### src/rtl/sub_pkg.sv
// Shared definitions for the serial ripple subtractor.
// Holds the FSM state encoding and the default operand width.
package sub_pkg;

  localparam int unsigned DEFAULT_WIDTH = 6;

  typedef enum logic [1:0] {
    IDLE = 2'd0,
    RUN  = 2'd1,
    DONE = 2'd2
  } state_t;

endpackage

### src/rtl/full_subtractor_bit.sv
// One-bit full subtractor: computes a - b - bin.
// Ports:
//   a, b  - operand bits (minuend, subtrahend)
//   bin   - borrow in
//   d     - difference bit
//   bout  - borrow out
module full_subtractor_bit (
  input  logic a,
  input  logic b,
  input  logic bin,
  output logic d,
  output logic bout
);

  assign d    = a ^ b ^ bin;
  assign bout = (~a & b) | (~(a ^ b) & bin);

endmodule

### src/rtl/serial_ripple_subtractor.sv
// Bit-serial two's-complement subtractor: diff = x - y - b_in, LSB first,
// one bit per clock, with a start/done handshake.
// Ports:
//   clk, reset  - rising-edge clock, asynchronous active-high reset
//   start       - request, accepted only when busy=0 (IDLE or DONE)
//   x, y, b_in  - operands, latched with an accepted start
//   busy        - high while bits are being processed
//   done        - one-cycle pulse in the cycle after the result registers load
//   diff        - registered difference, held until the next completion
//   b_out       - borrow out of the MSB (unsigned x < y + b_in)
//   overflow    - signed overflow: borrow into MSB XOR borrow out
module serial_ripple_subtractor
  import sub_pkg::*;
#(
  parameter int unsigned WIDTH = DEFAULT_WIDTH
) (
  input  logic             clk,
  input  logic             reset,
  input  logic             start,
  input  logic [WIDTH-1:0] x,
  input  logic [WIDTH-1:0] y,
  input  logic             b_in,
  output logic             busy,
  output logic             done,
  output logic [WIDTH-1:0] diff,
  output logic             b_out,
  output logic             overflow
);

  localparam int unsigned CW = (WIDTH > 1) ? $clog2(WIDTH) : 1;
  localparam logic [CW-1:0] LAST = CW'(WIDTH - 1);

  state_t           state, state_next;
  logic             accept;
  logic [CW-1:0]    cnt;
  logic [WIDTH-1:0] xa, ya, sh;
  logic [WIDTH-1:0] shifted;
  logic             br;
  logic             msb_bin;
  logic             bit_a, bit_b, bit_d, bit_bout;

  // Single bit-slice reused on every RUN cycle.
  full_subtractor_bit u_fs (
    .a    (bit_a),
    .b    (bit_b),
    .bin  (br),
    .d    (bit_d),
    .bout (bit_bout)
  );

  assign bit_a   = xa[cnt];
  assign bit_b   = ya[cnt];
  assign shifted = {bit_d, sh[WIDTH-1:1]};
  // Borrow entering the MSB slice is simply the borrow register while the
  // last bit is being processed.
  assign msb_bin = br;

  always_ff @(posedge clk or posedge reset) begin
    if (reset) state <= IDLE;
    else       state <= state_next;
  end

  always_comb begin
    state_next = state;
    accept     = 1'b0;
    case (state)
      IDLE: begin
        if (start) begin
          accept     = 1'b1;
          state_next = RUN;
        end
      end
      RUN: begin
        if (cnt == LAST) state_next = DONE;
      end
      DONE: begin
        if (start) begin
          accept     = 1'b1;
          state_next = RUN;
        end else begin
          state_next = IDLE;
        end
      end
      default: state_next = IDLE;
    endcase
  end

  assign busy = (state == RUN);
  assign done = (state == DONE);

  always_ff @(posedge clk or posedge reset) begin
    if (reset) begin
      xa       <= '0;
      ya       <= '0;
      sh       <= '0;
      br       <= 1'b0;
      cnt      <= '0;
      diff     <= '0;
      b_out    <= 1'b0;
      overflow <= 1'b0;
    end else if (accept) begin
      xa  <= x;
      ya  <= y;
      br  <= b_in;
      cnt <= '0;
      sh  <= '0;
    end else if (state == RUN) begin
      sh <= shifted;
      br <= bit_bout;
      if (cnt == LAST) begin
        diff     <= shifted;
        b_out    <= bit_bout;
        overflow <= msb_bin ^ bit_bout;
      end else begin
        cnt <= cnt + CW'(1);
      end
    end
  end

endmodule

### config.mk
export PLATFORM = sky130hd
export DESIGN_NAME = serial_ripple_subtractor
export DESIGN_NICKNAME = d
export VERILOG_FILES = /design/src/rtl/sub_pkg.sv /design/src/rtl/full_subtractor_bit.sv /design/src/rtl/serial_ripple_subtractor.sv
export SDC_FILE = /design/constraint.sdc
export NUM_CORES = 1
export LEC_CHECK = 0
export ABC_AREA = 1
export CORE_MARGIN = 2
export CORE_UTILIZATION = 49
export CTS_BUF_LIST = sky130_fd_sc_hd__clkbuf_8
export CTS_CLUSTER_DIAMETER = 100
export DETAILED_ROUTE_END_ITERATION = 6
export HOLD_SLACK_MARGIN = 0.1
export PLACE_DENSITY = 0.72
export RECOVER_POWER = 100
export SETUP_SLACK_MARGIN = 0.4
export SYNTH_ARGS = -nofsm -noshare
export SYNTH_HDL_FRONTEND = slang
export SYNTH_SLANG_ARGS = --single-unit
### constraint.sdc
create_clock -name clk -period 2.2 [get_ports clk]
set_clock_uncertainty 0.05 [all_clocks]
set_input_delay 0.44 -clock clk [delete_from_list [all_inputs] [get_ports clk]]
set_output_delay 0.44 -clock clk [all_outputs]
set_load 0.01 [all_outputs]
# After elaboration in Yosys (flattened, before gate mapping)
# Cells that the tools add are included.
[totals]
ff_bits = 32
latch_bits = 0
ramBits = 0
rom_bits = 0
inputBits = 16
word_cells = 49
memories = 0
[op_classes]
n_addsub = 1
multipliers = 0
div_mod_pow = 0
magnitude_cmp = 1
n_eq_ne = 6
shifts = 0
mux = 17
n_bitwise = 9
n_reduce_logical = 6
[ops]
columns = ["operator", "count"]
rows = [
  ["$mux 6", 2],
  ["$mux 3", 3],
  ["$mux 1", 7],
  ["$bmux 1 s3", 2],
  ["$pmux 2 s3", 1],
  ["$lt 3x4->1 const B", 1],
  ["$mux 2", 2],
  ["$ne 2x2->1 const B", 2],
  ["$reduce_and 2->1", 2],
  ["$add 3x1->3 const B", 1],
  ["$eq 3x3->1 const B", 1],
  ["$not 1->1", 3],
  ["$reduce_and 3->1", 1],
  ["$xor 1x1->1", 3],
  ["$and 1x1->1", 2],
  ["$eq 2x1->1 const B", 1],
  ["$eq 2x2->1 const B", 1],
  ["$logic_not 2->1", 1],
  ["$ne 2x1->1 const B", 1],
  ["$reduce_bool 2->1", 1],
  ["$reduce_or 2->1", 1],
  ["$or 1x1->1", 1],
]

# Logic depth before layout (Yosys ltp)
# Gate-level depths: netlist of run 1.
[depth]
word_depth = 8
depth_mapped = 9
depth_no_buf = 9

# Modules after synthesis
# From an unflattened synthesis of run 1, not the netlist that was laid out.
[hier_totals]
cells_unflattened = 160
hier_area_um2 = 1437.6
[by_module_without_submodules]
columns = ["module", "instances", "cells_per_inst", "area_per_inst_um2", "seq_area_each_um2"]
rows = [
  ["serial_ripple_subtractor", 1, 156, 1406.3, 775.7],
  ["full_subtractor_bit", 1, 4, 31.3, 0.0],
]

# Worst setup path after synthesis of run 1
# No wires, ideal clock.
[synth_timing]
path_type = "register to register"
from = "register cnt[0]"
to = "register overflow"
setup_ns = 0.121
t_arrival_ns = 1.538
path_slack_ns = 0.491
stages_incl_launch_ff = 10
path_buffers = 0
cell_sequence = "dfrtp_1 -> inv_2 -> nand2_1 -> nand3_1 -> nand2_1 -> nand2_1 -> nand2_1 -> fa_1 -> xor2_1 -> o21ai_2"
[synth_between]
elab_chain_len = 7
word_cells_on_any_way = 13
classes_between = "eq/ne (1); mux (4); bitwise (7); reduce/logical (1)"
[synth_lines]
columns = ["element", "line", "text"]
rows = [
  ["from (decl)", "serial_ripple_subtractor.sv:35", "logic [CW-1:0] cnt;"],
  ["from (signal assigned)", "serial_ripple_subtractor.sv:115", "cnt <= cnt + CW'(1);"],
  ["$bmux 1 s3 (on tied branches)", "serial_ripple_subtractor.sv:51, serial_ripple_subtractor.sv:52", ""],
  ["$mux 1 (on tied branches)", "serial_ripple_subtractor.sv:51, serial_ripple_subtractor.sv:52", ""],
  ["$xor 1x1->1", "full_subtractor_bit.sv:16", "assign bout = (~a & b) | (~(a ^ b) & bin);"],
  ["$not 1->1", "full_subtractor_bit.sv:16", ""],
  ["$and 1x1->1", "full_subtractor_bit.sv:16", ""],
  ["$or 1x1->1", "full_subtractor_bit.sv:16", ""],
  ["$xor 1x1->1", "serial_ripple_subtractor.sv:113", "overflow <= msb_bin ^ bit_bout;"],
  ["to (signal assigned)", "serial_ripple_subtractor.sv:113", ""],
  ["to (decl)", "serial_ripple_subtractor.sv:27", "output logic overflow"],
]
# Parallel ways exist; a longest one is shown, timed or not. The select of a mux whose other input is x is not followed.
# A chain may end at the register's enable or synchronous reset.

# Worst setup path in the final report of run 1
[layout_timing]
from = "register cnt[0]"
to = "register sh[5]"
[layout_between]
elab_chain_len = 6
word_cells_on_any_way = 8
classes_between = "mux (6); bitwise (2)"
[layout_lines]
columns = ["element", "line", "text"]
rows = [
  ["$bmux 1 s3 (on tied branches)", "serial_ripple_subtractor.sv:51, serial_ripple_subtractor.sv:52", ""],
  ["$mux 1 (on tied branches)", "serial_ripple_subtractor.sv:51, serial_ripple_subtractor.sv:52", ""],
  ["$xor 1x1->1 * (2 in a row)", "full_subtractor_bit.sv:15", "assign d = a ^ b ^ bin;"],
  ["via bit_d", "serial_ripple_subtractor.sv:40", "logic bit_a, bit_b, bit_d, bit_bout;"],
  ["$mux 6 *", "serial_ripple_subtractor.sv:107", "end else if (state == RUN) begin"],
  ["$mux 6 *", "serial_ripple_subtractor.sv:101", "end else if (accept) begin"],
  ["to (signal assigned)", "serial_ripple_subtractor.sv:108", "sh <= shifted;"],
  ["to (decl)", "serial_ripple_subtractor.sv:36", "logic [WIDTH-1:0] xa, ya, sh;"],
]
# The timed path passes the listed nets; every way through them passes the cells marked *. The select of a mux whose other input is x is not followed.

==> results of run 1 <==
## layer usage
metal | vias to the layer above | share of wire | routed length [um]
li1 | 541 | - | -
met1 | 491 | 0.42 | 1110
met2 | 28 | 0.51 | 1360
met3 | 7 | 0.053 | 141
met4 | 0 | 0.021 | 56
met5 | - | 0 | 0
## layout by cell type, fill, tap and decap left out, types with 2 or more instances in the layout
cell type,n
clkbuf_8,5
clkdlybuf4s50_1,13
dfrtp_1,31
dlygate4sd2_1,2
dlygate4sd3_1,10
ha_1,2
inv_1,25
nand2_1,46
nand3_1,6
nor2_1,5
o211ai_1,2
o21ai_0,15
o21ai_2,4
o22ai_1,6
xor2_1,2
## flip-flops by register name, summed over array words and instances, names as in the netlist
register / flops
br: 1
overflow: 1
xa: 6
state: 2
sh: 5
b_out: 1
cnt: 3
ya: 6
diff: 6
## cells by family after synthesis
| family | synth area share |
|---|---|
| simple gates | 0.176 |
| flops | 0.554 |
| compound gates | 0.134 |
| buf+inv | 0.0912 |
| fa+ha+maj | 0.0322 |
| xor+xnor | 0.0125 |
## Yosys cell counts
master    number  area share
a21oi_1        1      0.0036
buf_6          3       0.024
dfrtp_1       31        0.55
fa_1           1       0.014
ha_1           2       0.018
inv_1         22       0.059
inv_2          3      0.0080
nand2_1       45        0.12
nand2_2        1      0.0045
nand2_4        1      0.0080
nand3_1        6       0.021
nor2_1         5       0.013
nor2_4         1      0.0080
o211ai_1       2       0.011
o21ai_0       12       0.043
o21ai_2        8       0.050
o22ai_1        6       0.027
xor2_1         2       0.013
## layout make-up
cell class              count  area [um^2]  area share
inverters                  25         96.3      0.0559
clock buffers               5         68.8      0.0399
well taps                  31         38.8      0.0225
multi-input cells          93          475       0.276
repair buffers             28          264       0.153
clock inverters             1         3.75     0.00218
flip-flops and latches     31          776       0.450
## path summary, 6_finish.rpt
kind                                      from             endpoint  cells past startpoint
max                         cnt[0]$_DFFE_PP0P_    sh[5]$_DFFE_PP0P_                      9
min                        diff[5]$_DFFE_PP0P_  diff[5]$_DFFE_PP0P_                      2
max reg2reg                 cnt[0]$_DFFE_PP0P_    sh[5]$_DFFE_PP0P_                      9
min reg2reg                diff[5]$_DFFE_PP0P_  diff[5]$_DFFE_PP0P_                      2
max in group asynchronous                reset    ya[1]$_DFFE_PP0P_                      3
min in group asynchronous                reset    sh[3]$_DFFE_PP0P_                      3
## critical path, delay by kind of cell (launching register included)
kind	cells	cell delay, ns
compound gates	1	0.15
fa+ha+maj	1	0.53
buf+inv	2	0.30
flops	1	0.41
simple gates	5	0.34
## metrics by stage
stage	area [um^2]	instances	utilization	hold WS, ns	setup slack (ns)
2_1_floorplan	1400	152	-	0.394	0.491
3_3_place_gp	1660	206	0.608	0.415	0.419
3_5_place_dp	1660	206	0.608	0.418	0.345
4_1_cts	1740	212	0.636	0.433	0.421
5_1_grt	1720	214	0.630	0.464	0.203
6_report	1720	214	0.630	0.428	0.322
## power breakdown
part	internal (mW)	leakage, nW	switching [mW]
combinational	0.449	0.442	0.647
clock	0.205	0.0413	0.188
sequential	0.831	0.387	0.128
## what timing repair did
| action | 4_1_cts | 5_1_grt |
|---|---|---|
| buffers inserted | 0 | 2 |
| endpoints found under the setup margin | 4 | 3 |
| hold buffers | 0 | 0 |
| pin swaps | 1 | 0 |
| resized for setup | 5 | 3 |
==> summary.md, run 1 <==
| Metric | Value |
|---|---|
| Sequential cell area fraction in the yosys report | `0.554` |
| Met3 usage in global routing | `0.0476` |
| Site Rows | `19` |
| Average footprint of a synthesized cell | `9.21 um^2` |
| Final hold viol count | `0` |
| Gate Count Post-Synth | `152` |
| Number of pins with negative max-slew slack in the final report | `0` |
| Result of the run | `finished clean` |
| Number of antenna violations at the first check in global routing | `0` |
| Startpoint class of the critical path | `flip-flop` |
| Final weighted congestion in routability-driven placement | `0.877` |
| Critical-path cell with the highest stage delay | `fa_2` |
| Crit Path Category | `flip-flop to flip-flop` |
| Arrival time of data at the critical path endpoint | `2.03 ns` |
| Endpoint required time on the critical path | `2.35 ns` |
| Cts bufs inserted | `5` |
| Detailed-route wire length per cell | `12.5 um` |
| Cell repeated most along the worst path | `nand2_1` |
| Number of global-route vias before repair | `1077` |
| Area added between synthesis and finish | `23.1%` |
| Via count | `1067` |
| Clock sink count | `31` |
| Overall die area | `3300 um^2` |
| Number of maximum-capacitance constraint violations | `0` |
| Wire length of the first global-routing pass | `4640 um` |
| Maximum achievable frequency | `533 MHz` |
| Number of buffers on the longest clock path | `2` |
| Count of nets left with antenna violations after detail routing | `0` |
| Maximum number of pins on one net before global-route repair | `32` |
| Wire length reported by the detailed router | `2670 um` |
| Crit. End Element | `flip-flop` |
| Post-layout net count | `203` |
| Worst-margin pin slew | `0.743 ns` |
| TritonCTS clock tree | `built` |
| Height of the chip | `57.5 um` |
| Largest fanout of any net on the critical path | `6` |
| Die W | `57.5 um` |
| Initial core utilization | `0.512` |
| Area of the core | `2730 um^2` |
| Worst IR Drop VDD | `1130 uV` |
| Sum of negative setup slack | `0 ns` |
| Setup-failing EPs final | `0` |
| Number of fillers in the final layout | `244` |
| Min Tclk post-route | `1.88 ns` |
| Max-Slew Margin vs Limit | `0.505` |
| Synth Cell Area | `1400 um^2` |
| M1 GR Usage | `0.222` |
| Net count after synthesis | `171` |
| Peak-usage layer in the global routing report | `met2` |
| DR DRC count | `0` |
| Total leakage power | `0.870 nW` |
| Final Power | `2.45 mW` |
| CP Cell Sequence | `clkbuf_1, nand2_1, nand3_1, nand2_1, nand2_1, nand2_1, fa_2, inv_1, o22ai_1` |
| Average via count per standard cell | `4.99` |
| Worst min-delay path category | `flip-flop to flip-flop` |
| Number of buffer cells added on primary ports | `25` |
| GR Layer Usage met2 | `0.315` |
| Number of top-level design ports | `26` |
| RSZ-0062 raised after global routing | `yes` |
| Overall track demand over capacity in global routing | `0.190` |
| Clk Tree Root Cell | `clkbuf_8` |
| Share of post-route cells with drive strength above 1 | `0.0874` |
| Synth cell types | `18` |
| Iteration count of the initial detailed-routing pass | `4` |
| Clk Latency, worst-skew pair | `0.27 ns` |
| Slack of the worst reg-to-reg path | `0.32 ns` |
| Ys Warns | `0` |
| Clock-pin slew on the worst setup and hold paths | `0.06 ns` |
| Deepest level of the CTS H-tree | `2` |
| Delay of the slowest cell on the worst path | `0.53 ns` |
| Overflow after GRT | `0` |
| DP HPWL | `1940 um` |
| Antenna cell count | `0` |
| Power Dens Cells | `1420 nW/um^2` |
| Fraction of the cycle the final worst path needs | `0.854` |
| Number of DRC violations after detailed-routing iteration 0 | `32` |
| Number of storage elements in the synthesis netlist | `31` |
Power figures use the tool's default switching activity.
==> run 2, diff against run 1 <==
--- a/config.mk
+++ b/config.mk
@@ -7,14 +7,15 @@
 export LEC_CHECK = 0
 export ABC_AREA = 1
 export CORE_MARGIN = 2
-export CORE_UTILIZATION = 49
+export CORE_UTILIZATION = 48
 export CTS_BUF_LIST = sky130_fd_sc_hd__clkbuf_8
 export CTS_CLUSTER_DIAMETER = 100
 export DETAILED_ROUTE_END_ITERATION = 6
 export HOLD_SLACK_MARGIN = 0.1
-export PLACE_DENSITY = 0.72
+export PLACE_DENSITY = 0.73
 export RECOVER_POWER = 100
 export SETUP_SLACK_MARGIN = 0.4
+export SKIP_LAST_GASP = 1
 export SYNTH_ARGS = -nofsm -noshare
 export SYNTH_HDL_FRONTEND = slang
 export SYNTH_SLANG_ARGS = --single-unit
==> constraint.sdc (replaced) <==
create_clock -name clk -period 1.55 [get_ports clk]
set_clock_uncertainty 0.05 [all_clocks]
set_input_delay 0.31 -clock clk [delete_from_list [all_inputs] [get_ports clk]]
set_output_delay 0.31 -clock clk [all_outputs]
set_load 0.01 [all_outputs]
==> summary.md, run 2 (synthesis results as in run 1) <==
| Metric | Value |
|---|---|
| Count of nets left with antenna violations after detail routing | `0 (unchanged)` |
| Largest registers | `diff: 6 flops, xa: 6 flops, ya: 6 flops (unchanged)` |
| Number of maximum-capacitance constraint violations | `0 (unchanged)` |
| Number of DRC violations after detailed-routing iteration 0 | `40 (was 32)` |
| Final hold viol count | `0 (unchanged)` |
| Final critical-path setup slack | `-0.226 ns (was 0.322 ns)` |
| Height of the chip | `58.0 um (was 57.5 um)` |
| Final weighted congestion in routability-driven placement | `0.836 (was 0.877)` |
| Most common cell after layout, fill and taps aside | `nand2_1 (unchanged)` |
| Power Dens Cells | `2210 nW/um^2 (was 1420 nW/um^2)` |
| Cell area after layout | `1950 um^2 (was 1720 um^2)` |
| Result of the run | `finished, violations left (was finished clean)` |
| Min Tclk post-route | `1.78 ns (was 1.88 ns)` |
| Antenna cell count | `0 (unchanged)` |
| Crit. End Element | `flip-flop (unchanged)` |
| Average via count per standard cell | `5.24 (was 4.99)` |
| Deepest level of the CTS H-tree | `2 (unchanged)` |
| Setup-failing EPs final | `16 (was 0)` |
| Multi-input logic area | `567 um^2 (was 475 um^2)` |
| Largest fanout of any net on the critical path | `7 (was 6)` |
| Startpoint class of the critical path | `flip-flop (unchanged)` |
| Delay of the slowest cell on the worst path | `0.54 ns (was 0.53 ns)` |
| Number of top-level design ports | `26 (unchanged)` |
| Number of buffers on the longest clock path | `2 (unchanged)` |
| Overall die area | `3360 um^2 (was 3300 um^2)` |
| Number of buffer cells added on primary ports | `25 (unchanged)` |
| Clock sink count | `31 (unchanged)` |
| Maximum number of pins on one net before global-route repair | `32 (unchanged)` |
| Buffers plus inverters on the worst setup path | `2 (unchanged)` |
| TritonCTS clock tree | `built (unchanged)` |
| Number of fillers in the final layout | `212 (was 244)` |
| Clk Tree Root Cell | `clkbuf_8 (unchanged)` |
| Crit Path Category | `flip-flop to flip-flop (unchanged)` |
| Max-Slew Margin vs Limit | `0.490 (was 0.505)` |
| RSZ-0062 raised after global routing | `yes (unchanged)` |
| CP Cell Sequence | `inv_4, nand2_1, nand3_1, nand2_1, nand2_1, nand2_2, fa_2, inv_2, o22ai_2 (was clkbuf_1, nand2_1, nand3_1, nand2_1, nand2_1, nand2_1, fa_2, inv_1, o22ai_1)` |
| Detailed-route wire length per cell | `14.3 um (was 12.5 um)` |
| Share of post-route cells with drive strength above 1 | `0.309 (was 0.0874)` |
| Endpoint required time on the critical path | `1.71 ns (was 2.35 ns)` |
| Number of antenna violations at the first check in global routing | `0 (unchanged)` |
| Placed Cells incl. Taps | `213 (was 206)` |
| Arrival time of data at the critical path endpoint | `1.93 ns (was 2.03 ns)` |
| Number of global-route vias before repair | `1180 (was 1077)` |
| Worst min-delay path category | `flip-flop to flip-flop (unchanged)` |
| Total leakage power | `0.955 nW (was 0.870 nW)` |
| Critical-path cell with the highest stage delay | `fa_2 (unchanged)` |
| Die W | `58.0 um (was 57.5 um)` |
| DR DRC count | `0 (unchanged)` |
| Violations in the final reports | `negative setup slack` |
| Placed inst area | `1750 um^2 (was 1660 um^2)` |
| Number of pins with negative max-slew slack in the final report | `0 (unchanged)` |
| Worst IR Drop VDD | `1660 uV (was 1130 uV)` |
| Area added between synthesis and finish | `39.1% (was 23.1%)` |
| Iteration count of the initial detailed-routing pass | `4 (unchanged)` |
| Final worst hold slack | `0.433 ns (was 0.428 ns)` |
| Initial core utilization | `0.508 (was 0.512)` |
| Wire length of the first global-routing pass | `5020 um (was 4640 um)` |
| Pre-CTS WS | `-0.179 ns (was 0.345 ns)` |
| Overflow after GRT | `0 (unchanged)` |
| Fraction of the cycle the final worst path needs | `1.15 (was 0.854)` |
| Top library cells by usage in the layout, fill and taps aside | `nand2_1 (40), dfrtp_1 (29), inv_1 (19) (was nand2_1 (46), dfrtp_1 (31), inv_1 (25))` |
| Cell repeated most along the worst path | `nand2_1 (unchanged)` |
| Register Area | `778 um^2 (was 776 um^2)` |
| Via count | `1232 (was 1067)` |
| DP HPWL | `2000 um (was 1940 um)` |
| Overall track demand over capacity in global routing | `0.205 (was 0.190)` |
| Gate family responsible for the most delay along the worst path | `adder cells (unchanged)` |
| Area of the core | `2760 um^2 (was 2730 um^2)` |
| Site Rows | `19 (unchanged)` |
| Cts bufs inserted | `5 (unchanged)` |
| Wire length reported by the detailed router | `3370 um (was 2670 um)` |
| Clk Latency, worst-skew pair | `0.28 ns (was 0.27 ns)` |
| Post-layout net count | `222 (was 203)` |
| Number of cells in the finished layout apart from fillers | `235 (was 214)` |
| Quantity of hold-fixing buffers added after cts | `0 (unchanged)` |
| Clock-pin slew on the worst setup and hold paths | `0.06 ns (about the same)` |
| Worst-margin pin slew | `0.765 ns (was 0.743 ns)` |
| Maximum achievable frequency | `563 MHz (was 533 MHz)` |
==> run 2: layer usage <==
layer  GRT usage  part of all wire  vias to the layer above
met5           0                 0                        -
met3      0.0737             0.058                       15
met1       0.218              0.37                      585
met2       0.352              0.52                       47
li1            -                 -                      585
met4       0.110             0.043                        0
==> run 2: worst register-to-register path: stages, from the launching register on <==
cell,delay (ns)
dfrtp_2,0.48
inv_4,0.10
nand2_1,0.06
nand3_1,0.07
nand2_1,0.07
nand2_1,0.07
nand2_2,0.06
fa_2,0.54
inv_2,0.05
o22ai_2,0.14
==> run 2: final cells by class <==
cell class,count,share of cell area
Clock buffer,7,0.0495
Clock inverter,1,0.00193
Inverter,25,0.0559
Multi-Input combinational cell,94,0.291
Sequential cell,31,0.399
Tap cell,31,0.0199
Timing Repair Buffer,43,0.173
Timing Repair inverter,3,0.00899
==> run 2: power breakdown <==
| part | switching [mW] | internal [mW] | total [mW] |
|---|---|---|---|
| Sequential | 0.207 | 1.18 | 1.39 |
| Clock | 0.286 | 0.398 | 0.684 |
| Combinational | 1.27 | 0.950 | 2.22 |
| Total | 1.76 | 2.53 | 4.30 |
==> run 2: path summary, 6_finish.rpt <==
kind / to / start / slack, ns / cells past startpoint
setup / recovery: sh[5]$_DFFE_PP0P_ / cnt[0]$_DFFE_PP0P_ / -0.23 / 9
hold reg to reg: diff[3]$_DFFE_PP0P_ / diff[3]$_DFFE_PP0P_ / 0.43 / 2
max in group asynchronous: cnt[1]$_DFFE_PP0P_ / reset / 0.30 / 3
min in group asynchronous: xa[0]$_DFFE_PP0P_ / reset / 0.63 / 3
setup reg to reg: sh[5]$_DFFE_PP0P_ / cnt[0]$_DFFE_PP0P_ / -0.23 / 9
hold / removal: diff[3]$_DFFE_PP0P_ / diff[3]$_DFFE_PP0P_ / 0.43 / 2
==> run 2: timing repair <==
item | 4_1_cts | 5_1_grt
buffers inserted | 8 | 2
pin swaps | 1 | 5
setup endpoints to repair | 37 | 41
gates resized for setup | 48 | 21
gates cloned | 0 | 4
==> run 2: per-stage QoR <==
step                total power [mW]   util  setup TNS, ns
finish                          4.30  0.706         -0.985
global route                    4.59  0.706          -2.71
CTS                             4.04  0.684         -0.470
detailed placement              3.21  0.633         -0.476
global placement                3.09  0.633         -0.203
floorplan                       2.55      -         -0.123
==> edit 1: new RTL, config.mk and constraints of run 1 <==
Change the package constant `DEFAULT_WIDTH` from 6 to 12.
--- a/src/rtl/sub_pkg.sv
+++ b/src/rtl/sub_pkg.sv
@@ -3,5 +3,5 @@
 package sub_pkg;
 
-  localparam int unsigned DEFAULT_WIDTH = 6;
+  localparam int unsigned DEFAULT_WIDTH = 12;
 
   typedef enum logic [1:0] {
Ports: changed (resized diff, x and y); port bits go from 26 to 44. The function was not compared with the original's and may differ.
==> edit 1 against run 1 <==
Setup slack got worse by 0.13 ns; synthesized area grew 80%; sequential power up 87%; design area grew 82%; wire length up 94%; count of clock-buffer cells in the layout unchanged; total power increased by 77%; core utilization fell by 0.94 points; global-route usage increased by 1.3 points; sequential cell count is 25 higher; critical endpoint is now overflow; highest routed layer unchanged.
==> edit 1: results <==
set metrics [dict create \
    status "complete, no violations" \
    r2r_cells 10 \
    holdPathEnd "diff[1]" \
    seqCellArea_sq_um 1405 \
    drtIter0Drc 113 \
    clk_share 0.03277 \
    synth_xor_area_frac 0.003477 \
    io_buffers 43 \
    hp-start "sh[2]" \
    r2r_slack_ns 0.19 \
    gp_congestion 0.8361 \
    met3_length_microns 216 \
    root_buffer "clkbuf_8" \
    use_met1 0.2755 \
    holdWs_ns 0.4278 \
    final_cells 406 \
    place_area_sq_um 2980 \
    synth_seq_area_share 0.5564 \
    synthTopCellsByCount "nand2_1, dfrtp_1, inv_1" \
    grt_pass1_wl_microns 8694 \
    top_regs "diff: 12 flops, xa: 12 flops, ya: 12 flops" \
    grt_max_degree 34 \
    n_all_inverters 31 \
    hpwl_microns 3445 \
    drive_above_1_share 0.09821 \
    synth_cell_types 25 \
    wl_per_cell_microns 12.73 \
    num-nets-final 366 \
    tightest_slew_ns 0.9726 \
    cts.sinks 56 \
    preCtsSetupSlack_ns 0.2390 \
    p_leak_nw 1.525 \
    clock_path_buffers 2 \
    signal_buffers 53 \
    fmax_mhz 497.3 \
    drt-met1-wl_microns 2435 \
    ctsResizeCount 19 \
    wl_met2_microns 2389 \
    num_vias 1994 \
    grt_use_met3 0.03042 \
    n_antenna_cell 0 \
    synth_compound_area_frac 0.1033 \
    crit_path_end "overflow" \
    post_cts_buffers 6 \
    avgSynthCellArea_sq_um 8.715 \
    ys_top_cells_by_area "dfrtp_1, nand2_1, o21ai_0" \
    clk_latency_ns 0.32 \
    clkTransAtPathRegs_ns 0.10 \
    critPathArrivalTime_ns 2.20 \
    multi_input_area_share 0.2910 \
    dpl.cell_count 393 \
    synthAdderAreaFrac 0.01292 \
    fillCellCount 444 \
    syn_nets 319 \
    multi_input_area_sq_um 910.9 \
    num-multi-input-gates 189 \
]
## edit 1: changes by cell type in the layout (fill, tap and decap cells not counted), moves of 5 or more
cell | run 1 | this run
o21ai_1 | 1 | 7
clkdlybuf4s50_1 | 13 | 25
dlygate4sd3_1 | 10 | 16
dfrtp_1 | 31 | 53
o22ai_1 | 6 | 11
nor2_1 | 5 | 16
nand3_1 | 6 | 11
o21ai_0 | 15 | 25
nand2_1 | 46 | 102
## edit 1: where the power goes
group	total (mW)	internal, mW	switching [mW]
Sequential	1.79	1.50	0.289
Clock	0.647	0.330	0.318
Combinational	1.90	0.815	1.09
## edit 1: critical path: stages (launching register included)
cell	delay, ns
dfrtp_2	0.50
buf_6	0.17
nor2_4	0.08
nor2_1	0.05
o21ai_1	0.09
nand3_1	0.09
nand3_1	0.11
nand2_2	0.07
fa_1	0.44
xor2_1	0.16
a21oi_1	0.12
==> edit 2: new RTL, config.mk and constraints of run 1 <==
Made on the original files. Put a register stage on the outputs `busy` and `done`, cleared by the reset. The values now appear one clock later. The other outputs are not delayed to match. Comments in the files are not updated.
--- a/src/rtl/serial_ripple_subtractor.sv
+++ b/src/rtl/serial_ripple_subtractor.sv
@@ -86,6 +86,13 @@
   end
 
-  assign busy = (state == RUN);
-  assign done = (state == DONE);
+  always_ff @(posedge clk or posedge reset) begin
+    if (reset) begin
+      busy <= '0;
+      done <= '0;
+    end else begin
+      busy <= (state == RUN);
+      done <= (state == DONE);
+    end
+  end
 
   always_ff @(posedge clk or posedge reset) begin
Behaviour: not the same (a bounded check fails within 4 cycles, from zero or initial values and one cycle with reset high).
==> edit 2 against run 1 <==
Cell count grew 1.9%; clock power increased by 13%; synthesized area increased by 3.7%; total power grew 13%; non-clock buffer count is the same; combinational power up 17%; die area up 3.4%; wire length rose by 9.6%; design area increased by 8.2%; via count increased by 3.3%; sequential cell count up 2; setup slack improved by 0.037 ns; synthesized cell count increased by 1.3%; largest cell class unchanged.
==> edit 2: results <==
set metrics [dict create \
    clk_share 0.04631 \
    grt_usage 0.1790 \
    irDropWorstVdd_uv 1154 \
    relSlewSlack 0.4688 \
    status "complete, no violations" \
    syn_nets 173 \
    firstDrtPassIters 5 \
    via_per_inst 5.055 \
    place_area_sq_um 1727 \
    total_power_mw 2.772 \
    met3_length_microns 155 \
    avgSynthCellArea_sq_um 9.425 \
    grt_pass1_vias 1045 \
    drt-met1-wl_microns 1289 \
    dpl.cell_count 208 \
    use_met1 0.2201 \
    grt_use_met3 0.06593 \
    p_switching_mw 1.113 \
    fillCellCount 238 \
    critPathArrivalTime_ns 1.99 \
    grt_pass1_wl_microns 4560 \
    n_all_inverters 26 \
    grt_use_met2 0.2970 \
    synthAdderAreaFrac 0.03103 \
    drive_above_1_share 0.1925 \
    seq_cell_count 33 \
    gp_congestion 0.8974 \
    synth_compound_area_frac 0.1276 \
    combPwrFrac 0.466 \
    wl_met2_microns 1455 \
    synth_seq_area_share 0.5690 \
    pg_clk_uw 446 \
    hp-start "state[1]" \
    multi_input_area_share 0.2879 \
    routed_wl_microns 2922 \
    synth_cell_types 22 \
    p_leak_nw 0.9146 \
]
## edit 2: worst register-to-register path: stages, from the launching register on
cell        delay (ns)
dfrtp_1           0.52
clkinvlp_2        0.23
o21ai_1           0.17
nand2_1           0.08
fa_2              0.53
inv_2             0.05
o22ai_2           0.14
## edit 2: worst paths after layout
check / endpoint / slack, ns / cells after the start
hold / removal: busy / 0.42 / 1
max in group asynchronous: cnt[1] / 0.77 / 3
setup reg to reg: sh[5] / 0.36 / 6
min in group asynchronous: done / 0.78 / 3
hold reg to reg: busy / 0.42 / 1
setup / recovery: sh[5] / 0.36 / 6
## edit 2: logic make-up after synthesis
logic type | Yosys count
XOR/XNOR | 2
AND/OR/NAND/NOR | 59
AO/OA/AOI/OAI | 29
flip-flops | 33
adder cells (fa/ha/maj) | 3
buffers and inverters | 28
## edit 2: what timing repair did
item	4_1_cts	5_1_grt
pin swaps	1	10
resized for setup	3	20
setup buffers	0	2
cloned	0	1
hold buffers	0	0
setup endpoints to repair	2	3
